## src/rtl/key_loader.sv

```systemverilog
// rtl/key_loader.sv - DES key byte loader: collects 8 key bytes MSB first and applies PC-1.
// Optional feature macro: PARITY_CHK_EN enables odd-parity checking of every accepted byte.
module key_loader (
    input  logic        clk,
    input  logic        rst,
    input  logic        iLd,
    input  logic [7:0]  byteIn,
    input  logic        byteVld,
    output logic        byteRdy,
    output logic        fPd,
    output logic [55:0] outKey,
    output logic        errPar
);

`ifdef PARITY_CHK_EN
    localparam logic PAR_EN = 1'b1;
`else
    localparam logic PAR_EN = 1'b0;
`endif

    // PC-1 selection in FIPS 46-3 bit numbering (1 = MSB of the 64-bit key)
    localparam logic [6:0] PC1 [0:55] = '{
        7'd57, 7'd49, 7'd41, 7'd33, 7'd25, 7'd17, 7'd9,
        7'd1,  7'd58, 7'd50, 7'd42, 7'd34, 7'd26, 7'd18,
        7'd10, 7'd2,  7'd59, 7'd51, 7'd43, 7'd35, 7'd27,
        7'd19, 7'd11, 7'd3,  7'd60, 7'd52, 7'd44, 7'd36,
        7'd63, 7'd55, 7'd47, 7'd39, 7'd31, 7'd23, 7'd15,
        7'd7,  7'd62, 7'd54, 7'd46, 7'd38, 7'd30, 7'd22,
        7'd14, 7'd6,  7'd61, 7'd53, 7'd45, 7'd37, 7'd29,
        7'd21, 7'd13, 7'd5,  7'd28, 7'd20, 7'd12, 7'd4
    };

    typedef enum logic [2:0] {IDLE, LOAD, PERM, HOLD, ERR} state_t;

    state_t      state_q, state_d;
    logic [2:0]  cnt_q, cnt_d;
    logic [63:0] key_q, key_d;
    logic [55:0] out_key_q, out_key_d;
    logic        fpd_q, fpd_d;
    logic        err_par_q, err_par_d;
    logic        par_bad_q, par_bad_d;
    logic        byte_bad;

    function automatic logic [55:0] pc1_perm(input logic [63:0] k);
        logic [55:0] r;
        logic [5:0]  pos;
        r = '0;
        for (int i = 0; i < 56; i++) begin
            pos = 6'(7'd64 - PC1[i]);
            r[55-i] = k[pos];
        end
        return r;
    endfunction

    always_ff @(posedge clk) begin
        if (rst) begin
            state_q   <= IDLE;
            cnt_q     <= 3'd0;
            key_q     <= 64'h0;
            out_key_q <= 56'h0;
            fpd_q     <= 1'b0;
            err_par_q <= 1'b0;
            par_bad_q <= 1'b0;
        end else begin
            state_q   <= state_d;
            cnt_q     <= cnt_d;
            key_q     <= key_d;
            out_key_q <= out_key_d;
            fpd_q     <= fpd_d;
            err_par_q <= err_par_d;
            par_bad_q <= par_bad_d;
        end
    end

    always_comb begin
        state_d   = state_q;
        cnt_d     = cnt_q;
        key_d     = key_q;
        out_key_d = out_key_q;
        fpd_d     = fpd_q;
        err_par_d = err_par_q;
        par_bad_d = par_bad_q;
        byte_bad  = PAR_EN & ~(^byteIn);

        // A load pulse restarts from any state and wins over a byte offered in the same cycle
        if (iLd) begin
            state_d   = LOAD;
            cnt_d     = 3'd0;
            key_d     = 64'h0;
            fpd_d     = 1'b0;
            err_par_d = 1'b0;
            par_bad_d = 1'b0;
        end else begin
            case (state_q)
                IDLE: ;
                LOAD: begin
                    if (byteVld) begin
                        key_d[{~cnt_q, 3'b000} +: 8] = byteIn;
                        cnt_d     = cnt_q + 3'd1;
                        par_bad_d = par_bad_q | byte_bad;
                        if (cnt_q == 3'd7) begin
                            if (par_bad_q | byte_bad) begin
                                state_d   = ERR;
                                err_par_d = 1'b1;
                            end else begin
                                state_d = PERM;
                            end
                        end
                    end
                end
                PERM: begin
                    out_key_d = pc1_perm(key_q);
                    fpd_d     = 1'b1;
                    state_d   = HOLD;
                end
                HOLD: ;
                ERR:  ;
                default: state_d = IDLE;
            endcase
        end
    end

    assign byteRdy = (state_q == LOAD);
    assign fPd     = fpd_q;
    assign outKey  = out_key_q;
    assign errPar  = PAR_EN & err_par_q;

endmodule

```

## config.mk

```make
export PLATFORM = sky130hd
export DESIGN_NAME = key_loader
export DESIGN_NICKNAME = d
export VERILOG_FILES = /design/src/rtl/key_loader.sv
export SDC_FILE = /design/constraint.sdc
export NUM_CORES = 1
export LEC_CHECK = 0
export ABC_AREA = 1
export CAP_MARGIN = 10
export CORE_MARGIN = 3
export CORE_UTILIZATION = 41
export CTS_CLUSTER_DIAMETER = 60
export CTS_CLUSTER_SIZE = 30
export DETAILED_ROUTE_END_ITERATION = 16
export PLACE_DENSITY = 0.67
export SETUP_SLACK_MARGIN = 0.05
export SYNTH_ARGS = -nofsm -noshare
export SYNTH_HDL_FRONTEND = slang
export SYNTH_SLANG_ARGS = --single-unit
```

## constraint.sdc

```tcl
create_clock -name clk -period 1.8 [get_ports clk]
set_input_delay 0.18 -clock clk [delete_from_list [all_inputs] [get_ports clk]]
set_output_delay 0.18 -clock clk [all_outputs]
set_load 0.005 [all_outputs]
```

* Word level (Yosys, flattened, before mapping)
Cells that the tools add are included.
** Storage, ports and cells
- Bits in registers :: 127
- Input bits :: 12
- Output and inout port bits :: 59
- Logic and storage cells :: 35
** Operators by class
- $add $sub $neg :: 2
- Equality and inequality tests :: 10
- Shift operators :: 2
- Multiplexer cells :: 5
- Bitwise gates (word level) :: 3
- Reductions and logical operators :: 7
** Operators with widths (number)
- 64-bit bitwise mux :: 1
- 8-bit by 8-bit variable shift with 64-bit output (first input constant) :: 1
- 8-bit by 8-bit indexed part select with 64-bit output :: 1
- 3-bit case mux with 3 select lines :: 1
- 6-bit negator with 8-bit output :: 1
- 3-bit by 2-bit equality test with 1-bit output (second input constant) :: 2
- 3-bit equality test (second input constant) :: 2
- 3-bit two-way mux :: 2
- 3-bit AND reduction :: 2
- 2-bit by 1-bit inequality test with 1-bit output (second input constant) :: 2
- 2-bit AND reduction :: 2
- 3-bit by 1-bit adder with 3-bit output (second input constant) :: 1
- 3-bit by 1-bit equality test with 1-bit output (second input constant) :: 1
- 3-bit logical NOT :: 1
- 3-bit by 2-bit inequality test with 1-bit output (second input constant) :: 1
- 3-bit inequality test (second input constant) :: 1
- 3-bit inverter :: 1
- 3-bit OR reduction :: 1
- 2-bit inequality test (second input constant) :: 1
- 1-bit inverter :: 2
- 2-bit OR reduction :: 1
- 1-bit two-way mux :: 1

* Longest topological paths before layout
- Word-level depth :: 5
- Gate-level depth with buffers :: 12
- Depth with buffers taken out :: 9

* Worst setup path after synthesis
OpenSTA, ideal clock, no wires.
- Path type :: register to register
- Start :: reg cnt_q[0]
- End :: reg key_q[5]
- Library setup time :: 115 ps
- Data arrival time :: 1762 ps
- Required time :: 1685 ps
- Setup slack :: -77 ps
- Stages on the path, launching flop included :: 12
- Buffers on the path :: 3
- Clock period less this slack :: 1877 ps
- Cells stage by stage :: dfxtp_1 > inv_1 > buf_2 > ha_1 > buf_6 > inv_2 > nand2_1 > nor2_2 > buf_4 > nand3b_1 > nand2_1 > nor2_1
** On the way
- Word-level cells in the longest chain between the ends :: 4
- Elaborated cells between the ends (all ways) :: 5
- Classes of those cells :: add/sub: 1; shift: 2; mux: 1; bitwise: 1
** RTL lines
- start, declared :: line 36 : logic [2:0] cnt_q, cnt_d;
- start signal, assigned :: line 66 : cnt_q <= cnt_d;
- 3-bit inverter (*) :: line 98 : key_d[{~cnt_q, 3'b000} +: 8] = byteIn;
- 6-bit negator with 8-bit output (*) :: line 98
- 8-bit by 8-bit indexed part select with 64-bit output / 8-bit by 8-bit variable shift with 64-bit output (equally long branches) :: line 98
- 64-bit bitwise mux (*) :: line 98
- end signal, assigned :: line 67 : key_q <= key_d;
- end, declared :: line 37 : logic [63:0] key_q, key_d;
Every way passes the cells marked *; elsewhere a longest branch is shown, timed or not.
A chain may end at the register's enable or synchronous reset.

* Worst setup path in the final report
- Start :: reg cnt_q[0]
- End :: reg key_q[53]
Same word-level chain as after synthesis.

==> flow_metrics.env <==
export IMPL_startpoint_type="flip-flop"
export IMPL_clkTransAtPathRegs_ns=0.06
export IMPL_hold_path_startpoint="rst"
export IMPL_worstReg2RegEnd="key_q[53]"
export IMPL_ys_flop_type="dfxtp_1"
export IMPL_synth_simple_area_share=0.299
export IMPL_root_buffer="clkbuf_16"
export IMPL_final_cells=904
export IMPL_cts_tree="done"
export IMPL_grt_pass1_wl_microns=20300
export IMPL_avgSynthCellArea_sq_um=7.35
export IMPL_place_area_sq_mm=0.00589
export IMPL_hpwl_microns=8130
export IMPL_worstPathMaxFanout=9
export IMPL_rr_startpoint="cnt_q[0]"
export IMPL_yosys_area_top_type="dfxtp_1"
export IMPL_overflow=0
export IMPL_die_h_microns=116
export IMPL_setup_violations=0
export IMPL_drive_above_1_share=0.118
export IMPL_dr_first_iter_drc_count=226
export IMPL_p_leak_nw=2.81
export IMPL_hold_viol_final=0
export IMPL_hold_path_cell_count=3
export IMPL_drtAntennaViolNets=0
export IMPL_ys_seq_area_frac=0.480
export IMPL_dieArea_sq_mm=0.0134
export IMPL_core_area_sq_mm=0.0116
export IMPL_maxCapViolations=0
export IMPL_fmax_mhz=591
export IMPL_finish_instance_area_sq_mm=0.00663
export IMPL_num_rows=39
export IMPL_synth_fa_ha_area_frac=0.0229
export IMPL_worstPathArrival_ns=2.04
export IMPL_setup_worst_path_end_class="flip-flop"
export IMPL_clockBufferDepth=2
export IMPL_synth_area_leaders="dfxtp_1, nor2_1, nand2_1"
export IMPL_antenna_found_initial=0
export IMPL_initial_utilization=0.426
export IMPL_fin_setup_tns_ns=0
export IMPL_drt_first_pass_iters=4
export IMPL_grt_max_degree=58
export IMPL_post_route_period_util=0.940
export IMPL_reg2regPathDepth=8
export IMPL_synthDistinctLibCells=25
export IMPL_place_ws_ns=0.0807
export IMPL_fin_crit_ns=1.69
export IMPL_worst_slack_ns=0.108
export IMPL_antenna_cells=0
export IMPL_io_buffers=68
export IMPL_skew_ns=0.00836
export IMPL_cts_hold_buf=0
export IMPL_drcViolationCount=0
export IMPL_holdPathEnd="fPd"
export IMPL_grt_pass1_vias=4270
export IMPL_worst_pin_slew_ns=0.604
export IMPL_grt_use_total=0.191
export IMPL_min_path_type="input pin to flip-flop"
export IMPL_synth_net_count=691
export IMPL_p_total_mw=6.75
export IMPL_cts_sinks=118
export IMPL_dpl_cell_count=869
export IMPL_ir_drop_uv=435
export IMPL_powerDensity_mw_per_mm2=1020
export IMPL_place_gp_congestion=0.884
export IMPL_synth_top_family_by_area="simple AND/OR/NAND/NOR gates"
export IMPL_syn2layout_area_growth_pct=34.6
export IMPL_yosys_warnings=0
export IMPL_synth_xor_area_frac=0
export IMPL_routedWlPerCell_microns=12.9
export IMPL_ff2ff_setup_slack_ns=0.11
export IMPL_synth_common_cells="nor2_1, nand2_1, dfxtp_1"
export IMPL_netlist_area_sq_mm=0.00492
export IMPL_outcome="finished, final reports clean"
export IMPL_route_final_wire_length_microns=11600
export IMPL_io_pins=71
export IMPL_synthCells=670
export IMPL_vias_per_cell=4.84
export IMPL_worstSkewPairLatency_ns=0.41
export IMPL_relSlewSlack=0.597
export IMPL_muxShareOfSynthArea=0
export IMPL_num_vias=4379
export IMPL_cts_htree_levels=4
export IMPL_async_flop_share=0
export IMPL_cts_buffers=17
export IMPL_synth_top_area_frac=0.480
export IMPL_drv_slew=0
export IMPL_synth_edf_count=0
export IMPL_nNetsFinal=769
export IMPL_rsz0062_at_grt="true"
export IMPL_cp_required_ns=2.14
export IMPL_ys_ff_latch=118
export IMPL_synth_most_common_cell="nor2_1"
export IMPL_die_x_microns=116
export IMPL_synth_compound_area_share=0.104
export IMPL_criticalPathCategory="flip-flop to flip-flop"
-- report_power, final --
| part | internal (mW) | switching [mW] | total [mW] | leakage, nW |
|---|---|---|---|---|
| clock network | 2.53 | 1.18 | 3.71 | 0.312 |
| registers | 2.65 | 0.0202 | 2.67 | 0.953 |
| logic | 0.157 | 0.205 | 0.362 | 1.54 |
-- sequential cells by signal, indices dropped and copies added (netlist names) --
| register | cells |
|---|---|
| state_q | 2 |
| cnt_q | 3 |
| key_q | 56 |
| outKey | 56 |
| fPd | 1 |
-- critical path, cell delays in order, from the launching register on --
cell and delay [ns]:
dfxtp_2 0.34, buf_4 0.11, inv_1 0.04, ha_1 0.40
inv_4 0.05, buf_4 0.18, nor2_1 0.27, o21ai_1 0.13
nor2_1 0.10
-- metal layers --
layer  GRT usage  part of all wire
met1       0.237              0.45
met4      0.0626             0.019
met5           0                 0
met2       0.321              0.49
met3      0.0538             0.041
-- metrics by stage --
| stage | hold slack [ns] | util |
|---|---|---|
| floorplan | 0.388 | - |
| global placement | 0.451 | 0.509 |
| detailed placement | 0.457 | 0.509 |
| CTS | 0.158 | 0.567 |
| global route | 0.169 | 0.573 |
| finish | 0.166 | 0.573 |
-- area by class of cell --
cell class / instances / area (sq um)
Multi-Input combinational cell: 445 / 2150
Fill cell: 1050 / 4940
Clock inverter: 12 / 200
Clock buffer: 20 / 457
Sequential cell: 118 / 2360
Tap cell: 143 / 179
Inverter: 67 / 254
Timing Repair Buffer: 99 / 1020
-- worst max path at each step --
| stage | endpoint | start | depth (start not counted) |
|---|---|---|---|
| detailed placement | key_q[44] | cnt_q[1] | 8 |
| finish | key_q[53] | cnt_q[0] | 8 |
| CTS | byteRdy | state_q[1] | 3 |
| global route | key_q[51] | cnt_q[1] | 9 |
| floorplan | key_q[33] | cnt_q[0] | 11 |
| global placement | key_q[54] | cnt_q[1] | 7 |
-- cells by family after synthesis --
| family | after synthesis |
|---|---|
| AO/OA/AOI/OAI | 81 |
| adder cells (fa/ha/maj) | 9 |
| buffers and inverters | 107 |
| flip-flops | 118 |
| other | 1 |
| AND/OR/NAND/NOR | 354 |
-- cells in the final DEF, fill, tap and decap left out --
| cell type | instances |
|---|---|
| buf_4 | 22 |
| nand3b_1 | 7 |
| dfxtp_2 | 1 |
| a211oi_1 | 42 |
| clkinvlp_4 | 3 |
| nor2_2 | 5 |
| clkbuf_1 | 1 |
| nor2_1 | 161 |
| o21ai_2 | 1 |
| ha_4 | 2 |
| bufinv_16 | 5 |
| inv_4 | 1 |
| ha_2 | 1 |
| clkdlybuf4s50_1 | 67 |
| buf_12 | 9 |
| inv_2 | 4 |
| clkinv_4 | 2 |
| ha_1 | 6 |
| nand4_1 | 8 |
| nor2_8 | 1 |
| nand3_2 | 4 |
| buf_2 | 1 |
| inv_1 | 62 |
| nand2_2 | 4 |
| nand2_1 | 137 |
| clkbuf_8 | 2 |
| o21ai_0 | 3 |
| nand2_4 | 1 |
| nand3_1 | 23 |
| conb_1 | 1 |
| or2_1 | 1 |
| clkinv_2 | 2 |
| clkbuf_16 | 17 |
| nor2_4 | 2 |
| o21ai_1 | 2 |
| a21oi_1 | 33 |
| dfxtp_1 | 117 |
-- timing repair --
item,4_1_cts,5_1_grt
endpoints found under the hold margin,0,0
gates resized for setup,7,7
pin swaps,0,1
buffers inserted,0,3
setup endpoints to repair,4,46
No activity file was read; power rests on OpenSTA's default activity.
